--- config.mk ---
export PLATFORM = sky130hd
export DESIGN_NAME = frame_stream_controller_flat
export DESIGN_NICKNAME = d
export VERILOG_FILES = /design/src/rtl/frame_stream_controller_if.sv /design/src/rtl/frame_stream_controller.sv /design/src/flat_wrapper.sv
export SDC_FILE = /design/constraint.sdc
export NUM_CORES = 1
export LEC_CHECK = 0
export BUFFER_PORTS_ARGS = -buffer_cell sky130_fd_sc_hd__buf_2
export CAP_MARGIN = 15
export CORE_MARGIN = 3
export CORE_UTILIZATION = 27
export CTS_BUF_LIST = sky130_fd_sc_hd__clkbuf_2 sky130_fd_sc_hd__clkbuf_4 sky130_fd_sc_hd__clkbuf_8
export CTS_CLUSTER_SIZE = 24
export DETAILED_ROUTE_END_ITERATION = 10
export PLACE_DENSITY_LB_ADDON = 0.05
export RECOVER_POWER = 25
export SLEW_MARGIN = 20
export SYNTH_ARGS = -nofsm -noshare
export SYNTH_HDL_FRONTEND = slang
export SYNTH_SLANG_ARGS = --single-unit
--- constraint.sdc ---
create_clock -name clk -period 5.3 [get_ports clk]
set_clock_uncertainty 0.05 [all_clocks]
set_input_delay 1.06 -clock clk [delete_from_list [all_inputs] [get_ports clk]]
set_output_delay 1.06 -clock clk [all_outputs]
set_load 0.03 [all_outputs]
--- src/rtl/frame_stream_controller_if.sv ---
// Pixel stream bus between the frame controller and its neighbours: raw pixels in,
// tagged pixels out to the datapath, and the datapath's result strobe back.
interface frame_stream_controller_if #(
  parameter int PX_SIZE = 8,
  parameter int CNT_W   = 12
);
  logic [PX_SIZE-1:0] in_data;
  logic               in_valid;
  logic [PX_SIZE-1:0] dp_data;
  logic               dp_valid;
  logic [CNT_W-1:0]   dp_x;
  logic [CNT_W-1:0]   dp_y;
  logic               dp_sof;
  logic               dp_eol;
  logic               dp_eof;
  logic               res_valid;

  // Controller side.
  modport master (
    input  in_data, in_valid, res_valid,
    output dp_data, dp_valid, dp_x, dp_y, dp_sof, dp_eol, dp_eof
  );

  // Pixel source / datapath side.
  modport slave (
    output in_data, in_valid, res_valid,
    input  dp_data, dp_valid, dp_x, dp_y, dp_sof, dp_eol, dp_eof
  );
endinterface

--- src/rtl/frame_stream_controller.sv ---
// Admits one raster frame per start command, tags each pixel with its position,
// counts datapath results and reports completion or a drain timeout.
module frame_stream_controller #(
  parameter int PX_SIZE       = 8,
  parameter int IMAGE_WIDTH   = 64,
  parameter int IMAGE_HEIGHT  = 64,
  parameter int CNT_W         = 12,
  parameter int DRAIN_TIMEOUT = 256
) (
  input  logic                      clk,
  input  logic                      resetn,
  input  logic                      start,
  frame_stream_controller_if.master bus,
  output logic                      busy,
  output logic                      frame_done,
  output logic                      err_timeout,
  output logic                      in_dropped
);

  localparam int FRAME_PX = IMAGE_WIDTH * IMAGE_HEIGHT;
  localparam int RES_W    = $clog2(FRAME_PX + 1);
  localparam int TO_W     = $clog2(DRAIN_TIMEOUT + 1);

  localparam logic [CNT_W-1:0] X_LAST   = CNT_W'(IMAGE_WIDTH - 1);
  localparam logic [CNT_W-1:0] Y_LAST   = CNT_W'(IMAGE_HEIGHT - 1);
  localparam logic [RES_W-1:0] RES_FULL = RES_W'(FRAME_PX);
  localparam logic [TO_W-1:0]  TO_LAST  = TO_W'(DRAIN_TIMEOUT - 1);

  typedef enum logic [1:0] {
    IDLE   = 2'd0,
    ACTIVE = 2'd1,
    DRAIN  = 2'd2,
    DONE   = 2'd3
  } state_t;

  state_t             state_q;
  logic [CNT_W-1:0]   x_cnt_q;
  logic [CNT_W-1:0]   y_cnt_q;
  logic [RES_W-1:0]   res_cnt_q;
  logic [RES_W-1:0]   res_cnt_d;
  logic [TO_W-1:0]    to_cnt_q;
  logic [PX_SIZE-1:0] dp_data_q;
  logic               dp_valid_q;
  logic [CNT_W-1:0]   dp_x_q;
  logic [CNT_W-1:0]   dp_y_q;
  logic               dp_sof_q;
  logic               dp_eol_q;
  logic               dp_eof_q;
  logic               err_timeout_q;
  logic               in_dropped_q;

  logic px_take;
  logic res_take;
  logic x_last;
  logic y_last;

  always_comb begin
    px_take  = bus.in_valid && (state_q == ACTIVE);
    x_last   = (x_cnt_q == X_LAST);
    y_last   = (y_cnt_q == Y_LAST);
    // Results beyond one frame's worth are ignored so the count saturates.
    res_take = bus.res_valid && ((state_q == ACTIVE) || (state_q == DRAIN))
               && (res_cnt_q != RES_FULL);
    res_cnt_d = res_take ? (res_cnt_q + RES_W'(1)) : res_cnt_q;
  end

  always_ff @(posedge clk) begin
    if (resetn) begin
      state_q       <= IDLE;
      x_cnt_q       <= '0;
      y_cnt_q       <= '0;
      res_cnt_q     <= '0;
      to_cnt_q      <= '0;
      dp_data_q     <= '0;
      dp_valid_q    <= 1'b0;
      dp_x_q        <= '0;
      dp_y_q        <= '0;
      dp_sof_q      <= 1'b0;
      dp_eol_q      <= 1'b0;
      dp_eof_q      <= 1'b0;
      err_timeout_q <= 1'b0;
      in_dropped_q  <= 1'b0;
    end else begin
      dp_valid_q   <= px_take;
      in_dropped_q <= bus.in_valid && (state_q != ACTIVE);
      res_cnt_q    <= res_cnt_d;

      if (px_take) begin
        dp_data_q <= bus.in_data;
        dp_x_q    <= x_cnt_q;
        dp_y_q    <= y_cnt_q;
        dp_sof_q  <= (x_cnt_q == '0) && (y_cnt_q == '0);
        dp_eol_q  <= x_last;
        dp_eof_q  <= x_last && y_last;
      end

      case (state_q)
        IDLE: begin
          if (start) begin
            state_q       <= ACTIVE;
            x_cnt_q       <= '0;
            y_cnt_q       <= '0;
            res_cnt_q     <= '0;
            to_cnt_q      <= '0;
            err_timeout_q <= 1'b0;
          end
        end

        ACTIVE: begin
          if (px_take) begin
            if (x_last) begin
              x_cnt_q <= '0;
              if (y_last) begin
                state_q <= DRAIN;
              end else begin
                y_cnt_q <= y_cnt_q + CNT_W'(1);
              end
            end else begin
              x_cnt_q <= x_cnt_q + CNT_W'(1);
            end
          end
        end

        DRAIN: begin
          // Completion wins over the timeout when the final result lands on the last cycle.
          if (res_cnt_d == RES_FULL) begin
            state_q <= DONE;
          end else if (bus.res_valid) begin
            to_cnt_q <= '0;
          end else if (to_cnt_q == TO_LAST) begin
            err_timeout_q <= 1'b1;
            state_q       <= DONE;
          end else begin
            to_cnt_q <= to_cnt_q + TO_W'(1);
          end
        end

        DONE: begin
          state_q <= IDLE;
        end

        default: begin
          state_q <= IDLE;
        end
      endcase
    end
  end

  // Status flags are decoded straight from the state register.
  assign busy        = (state_q != IDLE);
  assign frame_done  = (state_q == DONE);
  assign err_timeout = err_timeout_q;
  assign in_dropped  = in_dropped_q;

  assign bus.dp_data  = dp_data_q;
  assign bus.dp_valid = dp_valid_q;
  assign bus.dp_x     = dp_x_q;
  assign bus.dp_y     = dp_y_q;
  assign bus.dp_sof   = dp_sof_q;
  assign bus.dp_eol   = dp_eol_q;
  assign bus.dp_eof   = dp_eof_q;

endmodule

--- src/flat_wrapper.sv ---
// flat-port wrapper written by rule: the top's interface ports become plain ports
module frame_stream_controller_flat 
#(
  parameter int PX_SIZE       = 8,
  parameter int IMAGE_WIDTH   = 64,
  parameter int IMAGE_HEIGHT  = 64,
  parameter int CNT_W         = 12,
  parameter int DRAIN_TIMEOUT = 256
)
  (clk, resetn, start, busy, frame_done, err_timeout, in_dropped, bus_in_data, bus_in_valid, bus_res_valid, bus_dp_data, bus_dp_valid, bus_dp_x, bus_dp_y, bus_dp_sof, bus_dp_eol, bus_dp_eof);
  frame_stream_controller_if #(.PX_SIZE(PX_SIZE), .CNT_W(CNT_W)) bus_i ();
  input  logic clk;
  input  logic resetn;
  input  logic start;
  output logic busy;
  output logic frame_done;
  output logic err_timeout;
  output logic in_dropped;
  input wire logic [$bits(bus_i.in_data)-1:0] bus_in_data;
  input wire logic [$bits(bus_i.in_valid)-1:0] bus_in_valid;
  input wire logic [$bits(bus_i.res_valid)-1:0] bus_res_valid;
  output wire logic [$bits(bus_i.dp_data)-1:0] bus_dp_data;
  output wire logic [$bits(bus_i.dp_valid)-1:0] bus_dp_valid;
  output wire logic [$bits(bus_i.dp_x)-1:0] bus_dp_x;
  output wire logic [$bits(bus_i.dp_y)-1:0] bus_dp_y;
  output wire logic [$bits(bus_i.dp_sof)-1:0] bus_dp_sof;
  output wire logic [$bits(bus_i.dp_eol)-1:0] bus_dp_eol;
  output wire logic [$bits(bus_i.dp_eof)-1:0] bus_dp_eof;
  assign bus_i.in_data = bus_in_data;
  assign bus_i.in_valid = bus_in_valid;
  assign bus_i.res_valid = bus_res_valid;
  assign bus_dp_data = bus_i.dp_data;
  assign bus_dp_valid = bus_i.dp_valid;
  assign bus_dp_x = bus_i.dp_x;
  assign bus_dp_y = bus_i.dp_y;
  assign bus_dp_sof = bus_i.dp_sof;
  assign bus_dp_eol = bus_i.dp_eol;
  assign bus_dp_eof = bus_i.dp_eof;
  frame_stream_controller #(.PX_SIZE(PX_SIZE), .IMAGE_WIDTH(IMAGE_WIDTH), .IMAGE_HEIGHT(IMAGE_HEIGHT), .CNT_W(CNT_W), .DRAIN_TIMEOUT(DRAIN_TIMEOUT)) u_core (.clk(clk), .resetn(resetn), .start(start), .bus(bus_i), .busy(busy), .frame_done(frame_done), .err_timeout(err_timeout), .in_dropped(in_dropped));
endmodule
After elaboration in Yosys (flattened, before gate mapping)
Index checks and enable logic that the tools add are counted.
W data, S select, Z words.
{"block": "word_totals", "wordCells": 85, "in_bits": 13, "ff_bits": 86}
{"block": "op_classes", "mux": 29, "add_sub_neg": 4, "eq_ne": 20, "n_reduce_logical": 18}
{"cell": "$mux W12", "count": 6}
{"cell": "$pmux W12 S2", "count": 2}
{"cell": "$mux W13", "count": 3}
{"cell": "$mux W9", "count": 4}
{"cell": "$add A12 B1 Y12 const B", "count": 2}
{"cell": "$eq A12 B6 Y1 const B", "count": 2}
{"cell": "$logic_not A12 Y1", "count": 2}
{"cell": "$pmux W9 S2", "count": 1}
{"cell": "$mux W2", "count": 7}
{"cell": "$add A13 B1 Y13 const B", "count": 1}
{"cell": "$eq A13 B13 Y1 const B", "count": 1}
{"cell": "$ne A13 B13 Y1 const B", "count": 1}
{"cell": "$ne A2 B2 Y1 const B", "count": 5}
{"cell": "$reduce_and A5 Y1", "count": 2}
{"cell": "$add A9 B1 Y9 const B", "count": 1}
{"cell": "$eq A9 B8 Y1 const B", "count": 1}
{"cell": "$ne A3 B3 Y1 const B", "count": 3}
{"cell": "$ne A2 B1 Y1 const B", "count": 4}
{"cell": "$pmux W2 S4", "count": 1}
{"cell": "$logic_and A1 B1 Y1", "count": 6}
{"cell": "$reduce_and A6 Y1", "count": 1}
{"cell": "$reduce_bool A2 Y1", "count": 3}
{"cell": "$eq A2 B2 Y1 const B", "count": 2}
{"cell": "$mux W1", "count": 4}
{"cell": "other kinds (6)", "count": 6}

Longest topological paths before layout
Gate-level depths: netlist of the first run.
{"block": "depth", "depth_word": 8, "mapped_depth": 11, "ltp_nobuf": 9}

Worst setup path after synthesis of the first run
Ideal clock, no wire load.
{"block": "synth_path", "path_type": "input to register", "from": "in bus_res_valid", "to": "reg u_core.to_cnt_q[7]", "slack_ns": 2.057, "arrival_ns": 3.110, "stages": 9, "required_time_ns": 5.168, "path_buffers": 2, "cell_sequence": "nand4_1 -> or4_1 -> buf_2 -> mux2i_1 -> a21oi_1 -> or4_4 -> buf_6 -> a311o_1 -> o221ai_1"}
{"block": "synth_via", "elab_chain_cells": 6}
{"element": "start: declaration", "line": "flat_wrapper.sv:21", "rtl": "input wire logic [$bits(bus_i.res_valid)-1:0] bus_res_valid;"}
{"element": "$logic_and A1 B1 Y1", "line": "frame_stream_controller.sv:62", "rtl": "res_take = bus.res_valid && ((state_q == ACTIVE) || (state_q == DRAIN))"}
{"element": "$logic_and A1 B1 Y1", "line": "frame_stream_controller.sv:63", "rtl": "&& (res_cnt_q != RES_FULL);"}
{"element": "$mux W13", "line": "frame_stream_controller.sv:64", "rtl": "res_cnt_d = res_take ? (res_cnt_q + RES_W'(1)) : res_cnt_q;"}
{"element": "$eq A13 B13 Y1", "line": "frame_stream_controller.sv:126", "rtl": "if (res_cnt_d == RES_FULL) begin"}
{"element": "$ne A2 B2 Y1 (no line)"}
{"element": "$reduce_and A4 Y1 (no line)"}
{"element": "end signal: assignment", "line": "frame_stream_controller.sv:134", "rtl": "to_cnt_q <= to_cnt_q + TO_W'(1);"}
{"element": "end: declaration", "line": "frame_stream_controller.sv:41", "rtl": "logic [TO_W-1:0] to_cnt_q;"}
Several ways; a longest one is shown, not always the timed one. The select of a mux whose other input is x is not followed.
A chain may end at the register's enable or synchronous reset.

==> impl_metrics.py, run 1 <==
metrics = {
    "status": {
        "outcome": "finished, violations left",
        "violations": "capacitance limit, slew limit",
    },
    "synthesis": {
        "yosys-top-cells-area": "dfxtp_1 (43%), nand2_1 (8.3%), a21oi_1 (5.9%)",
        "syn_nets": 512,
        "yosysMostFrequentCell": "nand2_1",
        "synth-edff-count": 0,
        "synthArstFlopShare": 0,
        "yosys.area.top_type": "dfxtp_1",
        "yosysSeqAreaShare": 0.434,
        "syn_avg_cell_area_um2": 8.15,
        "synth-seq-cells": 86,
        "yosysTopAreaCellShare": 0.434,
        "synth_ff_type": "dfxtp_1",
        "yosysWarnings": 0,
        "syn-cell-area_um2": 3970,
        "synth_commonest_cells": "nand2_1 (88), dfxtp_1 (86), nor2_1 (57), a21oi_1 (47), xor2_1 (21)",
        "post_synth_inst_count": 487,
        "yosysUniqueCellTypes": 52,
    },
    "layout": {
        "nets": 554,
        "fin_area_um2": 4600,
        "final_util": 0.325,
        "insertedDiodeCount": 0,
        "syn2layout_area_growth_pct": 15.9,
        "post_route_cells_drive_above_1_share": 0.139,
    },
    "sta": {
        "finalSetupTns_ps": 0,
        "tightest_slew_ps": 1720,
        "fmax_mhz": 307,
        "period_minus_slack_ps": 3260,
        "drv_slew": 38,
        "hold_violations": 0,
        "period_share": 0.615,
        "setup-violations-final": 0,
        "rsz0062_at_grt": "false",
        "setup_ws_ps": 2040,
        "slew_headroom": -0.147,
        "hold_slack_ps": 403,
    },
    "detailed_routing": {
        "vias": 3382,
        "drt_iter0_drc": 98,
        "drc": 0,
        "drt-pass1-iter-count": 5,
        "met3_length_um": 379,
        "totalWireLength_um": 9880,
        "met1_length_um": 4530,
        "final_antenna_net_count": 0,
        "dr_wl_met2_um": 4800,
        "via_per_inst": 4.74,
        "top_layer_used": "met4",
        "detail_route.wl_per_cell_um": 13.8,
    },
    "critical_path": {
        "cpMostUsedCell": "clkbuf_1",
        "start_kind": "primary input",
        "end_kind": "register",
        "crit_required_ps": 5510,
        "crit_family": "buffers and inverters",
        "r2r-end": "u_core.to_cnt_q[7]$_SDFFE_PP0P_",
        "path_buf_inv": 2,
        "max_stage_delay_ps": 1300,
        "critPathKind": "primary input to register",
        "r2r-start": "u_core.state_q[0]$_SDFFE_PP0P_",
        "reg2reg_slack_ps": 2160,
        "crit_chain": "clkbuf_1 > clkbuf_1 > or2_2 > nor2_1",
        "crit_slowest_cell": "clkbuf_1",
        "r2r_cells": 9,
        "worst-path-max-fanout": 37,
        "arrival_ps": 3470,
    },
    "worst_hold_path": {
        "min_from": "u_core.bus.dp_y[5]$_SDFFE_PP0P_",
        "min_to": "u_core.bus.dp_y[5]$_SDFFE_PP0P_",
        "hp-class": "register to register",
        "whs_path_depth": 2,
    },
    "floorplan": {
        "die_x_um": 127,
        "die_area_um2": 16200,
        "die_h_um": 127,
        "initial_core_util": 0.281,
        "pin_count": 53,
        "rows": 43,
        "coreArea_um2": 14100,
    },
    "global_routing": {
        "grt_pass1_vias": 3200,
        "overflow": 0,
        "grt_pass1_wl_um": 16400,
        "antenna_found_initial": 0,
        "grt_max_degree": 38,
        "grt_use_total": 0.125,
    },
    "clock_network": {
        "cts_made_buffers": 9,
        "cts_sinks": 86,
        "holdBufCountCts": 0,
        "path_clk_slew_ps": 80,
        "post_cts_buffers": 0,
        "clk_path_buf_depth": 2,
        "htree_levels": 3,
        "cts-root-buf": "clkbuf_8",
        "cts_tree": "yes",
        "cts_resized": 0,
        "clk_latency_ps": 370,
    },
    "pwr": {
        "cellLeakagePower_nw": 1.70,
        "peakVddDrop_uv": 140,
        "power_density_nw_per_um2": 363,
    },
    "flow_run": {
        "drv_cap": 1,
    },
    "placed_design": {
        "numPortBuffers": 52,
        "dp_hpwl_um": 6950,
        "placed_area_um2": 4370,
        "pre_cts_slack_ps": 1770,
        "gp_congestion": 0.751,
    },
}
[power breakdown]
part / internal (mW) / leakage [nW] / switching, mW / total [mW]
combinational: 0.119 / 0.884 / 0.282 / 0.401
sequential: 0.672 / 0.694 / 0.0225 / 0.694
clock: 0.329 / 0.125 / 0.243 / 0.572
total: 1.12 / 1.70 / 0.547 / 1.67
[state kept, by name (all words and copies together), names as in the netlist, 2 cells and up]
name / cells
u_core.to_cnt_q: 9
u_core.y_cnt_q: 12
u_core.res_cnt_q: 13
u_core.bus.dp_y: 12
u_core.bus.dp_x: 12
u_core.bus.dp_data: 8
u_core.x_cnt_q: 12
u_core.state_q: 2
[metrics by stage]
| stage | cells | power, mW |
|---|---|---|
| floorplan | 487 | 1.00 |
| global placement | 698 | 1.12 |
| detailed placement | 698 | 1.12 |
| CTS | 714 | 1.70 |
| global route | 714 | 1.77 |
| finish | 714 | 1.67 |
[routing by layer]
metal,vias to the layer above,GRT usage
met2,58,0.201
met5,-,0
met1,1577,0.161
met3,10,0.0347
li1,1737,-
met4,0,0.0467
[cell families after synthesis]
logic type / after synthesis / synth area share
buffers and inverters: 39 / 0.0422
AOI/OAI and AO/OA: 78 / 0.118
and+or+nand+nor: 231 / 0.275
DFF: 86 / 0.434
adders and majority gates: 12 / 0.0378
muxes: 7 / 0.0180
xor gates and xnor gates: 34 / 0.0750
[layout make-up]
cell class                 instances  area [µm²]
clock inverter                     4        95.1
multi-input combinational        362        2080
sequential                        86        1720
tap                              180         225
fill                            1542        9550
clock buffer                      12         146
timing repair buffer              55         273
inverter                          15        56.3
[cells in the final DEF, fill, tap and decap left out, drive strengths merged, types with 2 or more instances in the layout]
cell	n
or4	3
o21a	3
nor3	8
a211oi	3
and3	6
or2	3
and2	7
nor4	5
nand3	18
o21ai	3
or3	3
nor2	57
dfxtp	86
xnor2	13
nand2	88
nand4	12
ha	12
buf	49
nand2b	11
a31oi	6
a21oi	47
clkbuf	18
a21boi	2
xor2	21
o21bai	2
mux2i	6
and4	5
a2111oi	2
nor4b	2
bufinv	3
inv	15
[worst register-to-register path: stages, from the launching register on]
cell and delay, ps:
dfxtp_1 390, inv_1 80, ha_1 340, nand4_1 150, or4_1 520, mux2i_1 180
a21oi_1 90, or4_4 630, a311o_1 430, o221ai_1 190
[how the worst max path moves through the flow]
| stage | endpoint | cells past startpoint | slack, ps | startpoint |
|---|---|---|---|---|
| after floorplan | u_core.to_cnt_q[7]$_SDFFE_PP0P_ | 9 | 2060 | bus_res_valid |
| after global placement | u_core.to_cnt_q[7]$_SDFFE_PP0P_ | 8 | 1800 | bus_res_valid |
| after detailed placement | u_core.to_cnt_q[7]$_SDFFE_PP0P_ | 8 | 1770 | bus_res_valid |
| after CTS | u_core.to_cnt_q[7]$_SDFFE_PP0P_ | 9 | 2140 | u_core.state_q[0]$_SDFFE_PP0P_ |
| after global routing | u_core.x_cnt_q[6]$_SDFFE_PP0P_ | 4 | 1740 | resetn |
| final | u_core.x_cnt_q[8]$_SDFFE_PP0P_ | 4 | 2040 | resetn |
No activity file was read; power rests on OpenSTA's default activity.
==> inputs of run 2 (changes only) <==
==> constraint.sdc (replaced) <==
create_clock -name clk -period 3 [get_ports clk]
set_clock_uncertainty 0.05 [all_clocks]
set_input_delay 0.6 -clock clk [delete_from_list [all_inputs] [get_ports clk]]
set_output_delay 0.6 -clock clk [all_outputs]
set_load 0.03 [all_outputs]
==> impl_metrics.py, run 2 (synthesized netlist as in run 1, its figures left out) <==
metrics = {
    "pwr": {
        "power_density_nw_per_um2": 613,
        "p_comb_frac": 0.279,
        "seqPwrFrac": 0.423,
        "internal_power_mw": 1.90,
        "cellLeakagePower_nw": 1.68,
        "clockPowerShare": 0.299,
        "fin_total_pwr_mw": 2.89,
        "power.switching_mw": 0.988,
        "switching_share": 0.342,
        "peakVddDrop_uv": 181,
    },
    "critical_path": {
        "crit_slowest_cell": "or4_4",
        "reg2reg_slack_ps": 170,
        "path_buf_inv": 1,
        "crit_family": "compound AO/OA/AOI/OAI gates",
        "worst-path-max-fanout": 6,
        "end_kind": "register",
        "crit_required_ps": 3240,
        "start_kind": "register",
        "crit_chain": "inv_1 > ha_1 > nor4b_1 > a31oi_1 > mux2i_1 > o21ai_0 > or4_4 > a311o_1 > o221ai_1",
        "arrival_ps": 3070,
        "critPathKind": "register to register",
        "max_stage_delay_ps": 600,
    },
    "detailed_routing": {
        "drt_iter0_drc": 102,
        "vias": 3442,
        "drt-pass1-iter-count": 4,
        "detail_route.wl_per_cell_um": 13.7,
        "via_per_inst": 4.69,
        "drc": 0,
        "totalWireLength_um": 10100,
        "final_antenna_net_count": 0,
    },
    "global_routing": {
        "grt_use_total": 0.125,
        "gr-usage-met1": 0.155,
        "grt_pass1_vias": 3231,
        "overflow": 0,
        "grt_max_degree": 52,
        "antenna_found_initial": 0,
        "use_met3": 0.0251,
        "grt_pass1_wl_um": 16200,
        "use_met2": 0.210,
        "grt-busiest-layer": "met2",
    },
    "sta": {
        "fmax_mhz": 354,
        "setup_ws_ps": 172,
        "period_minus_slack_ps": 2830,
        "slew_headroom": 0.444,
        "period_share": 0.943,
        "drv_slew": 0,
        "tightest_slew_ps": 833,
        "hold_slack_ps": 407,
        "setup-violations-final": 0,
        "finalSetupTns_ps": 0,
        "hold_violations": 0,
        "rsz0062_at_grt": "false",
    },
    "placed_design": {
        "gp_congestion": 0.766,
        "placed_area_um2": 4480,
        "numPortBuffers": 52,
        "pre_cts_slack_ps": 34.4,
        "dp_hpwl_um": 7190,
    },
    "clock_network": {
        "cts_tree": "yes",
        "clk_latency_ps": 370,
        "cts_made_buffers": 9,
        "holdBufCountCts": 0,
        "htree_levels": 3,
        "cts-root-buf": "clkbuf_8",
        "path_clk_slew_ps": 90,
        "clk_path_buf_depth": 2,
        "cts_sinks": 86,
    },
    "layout": {
        "nets": 574,
        "final_cell_mix": "nand2_1 (88), dfxtp_1 (85), nor2_1 (57)",
        "largest_reg_flops": 13,
        "layout_commonest_cell": "nand2_1",
        "multi_input_area_um2": 2100,
        "largest_register": "u_core.res_cnt_q",
        "seq_area_um2": 1720,
        "syn2layout_area_growth_pct": 18.6,
        "fillCellCount": 1571,
        "post_route_cells_drive_above_1_share": 0.137,
        "insertedDiodeCount": 0,
        "fin_area_um2": 4710,
    },
    "floorplan": {
        "die_x_um": 127,
        "initial_core_util": 0.281,
        "die_area_um2": 16200,
        "coreArea_um2": 14100,
        "pin_count": 53,
        "rows": 43,
        "die_h_um": 127,
    },
    "worst_hold_path": {
        "hp-class": "register to register",
    },
    "status": {
        "outcome": "finished clean",
    },
    "flow_run": {
        "drv_cap": 0,
    },
}
[run 2: cell count changes in the layout (fill, tap and decap cells not counted), moves of 2 or more]
cell       delta
buf_2        -23
buf_4        +19
clkbuf_1     +24
clkbuf_4      -3
clkbuf_8      +2
clkinv_4      +2
bufinv_16     -2
[run 2: timing repair]
item / 4_1_cts / 5_1_grt
setup endpoints to repair: 0 / 9
buffers inserted: 0 / 5
gates resized for setup: 0 / 6
[run 2: power groups by stage]
stage,Combinational (mW),Sequential [mW],Clock [mW]
2_1_floorplan,0.483,1.29,0
3_3_place_gp,0.790,1.24,0
3_5_place_dp,0.792,1.25,0
4_1_cts,0.797,1.22,0.912
5_1_grt,0.905,1.23,0.951
6_report,0.805,1.22,0.862
[run 2: stage by stage]
step / cells / utilization
after floorplan: 487 / -
after global placement: 713 / 0.317
after detailed placement: 713 / 0.317
after CTS: 729 / 0.331
after global routing: 734 / 0.333
final: 734 / 0.333
[run 2: final cells by class]
class | count | share of cell area
multi-input combinational | 362 | 0.447
sequential | 86 | 0.366
timing repair buffer | 75 | 0.0829
tap | 180 | 0.0478
clock buffer | 11 | 0.0322
clock inverter | 5 | 0.0122
inverter | 15 | 0.0120
[run 2: path summary, 6_finish.rpt]
check / from / end / depth (start not counted)
hold / removal: u_core.bus.dp_data[7]$_SDFFE_PP0P_ / u_core.bus.dp_data[7]$_SDFFE_PP0P_ / 2
setup / recovery: u_core.res_cnt_q[0]$_SDFF_PP0_ / u_core.to_cnt_q[7]$_SDFFE_PP0P_ / 9
setup reg to reg: u_core.res_cnt_q[0]$_SDFF_PP0_ / u_core.to_cnt_q[7]$_SDFFE_PP0P_ / 9
hold reg to reg: u_core.bus.dp_data[7]$_SDFFE_PP0P_ / u_core.bus.dp_data[7]$_SDFFE_PP0P_ / 2
[run 2: worst min-delay path, delay by kind of cell, from the launching register on]
family,cells,cell delay [ps]
AOI/OAI and AO/OA,1,50
and+or+nand+nor,1,50
DFF,1,320
[run 2: metal layers]
metal  vias to the layer above  share of wire
met2                        35           0.48
met1                      1611           0.47
met4                         0          0.020
met5                         -              0
met3                        13          0.029
li1                       1783              -
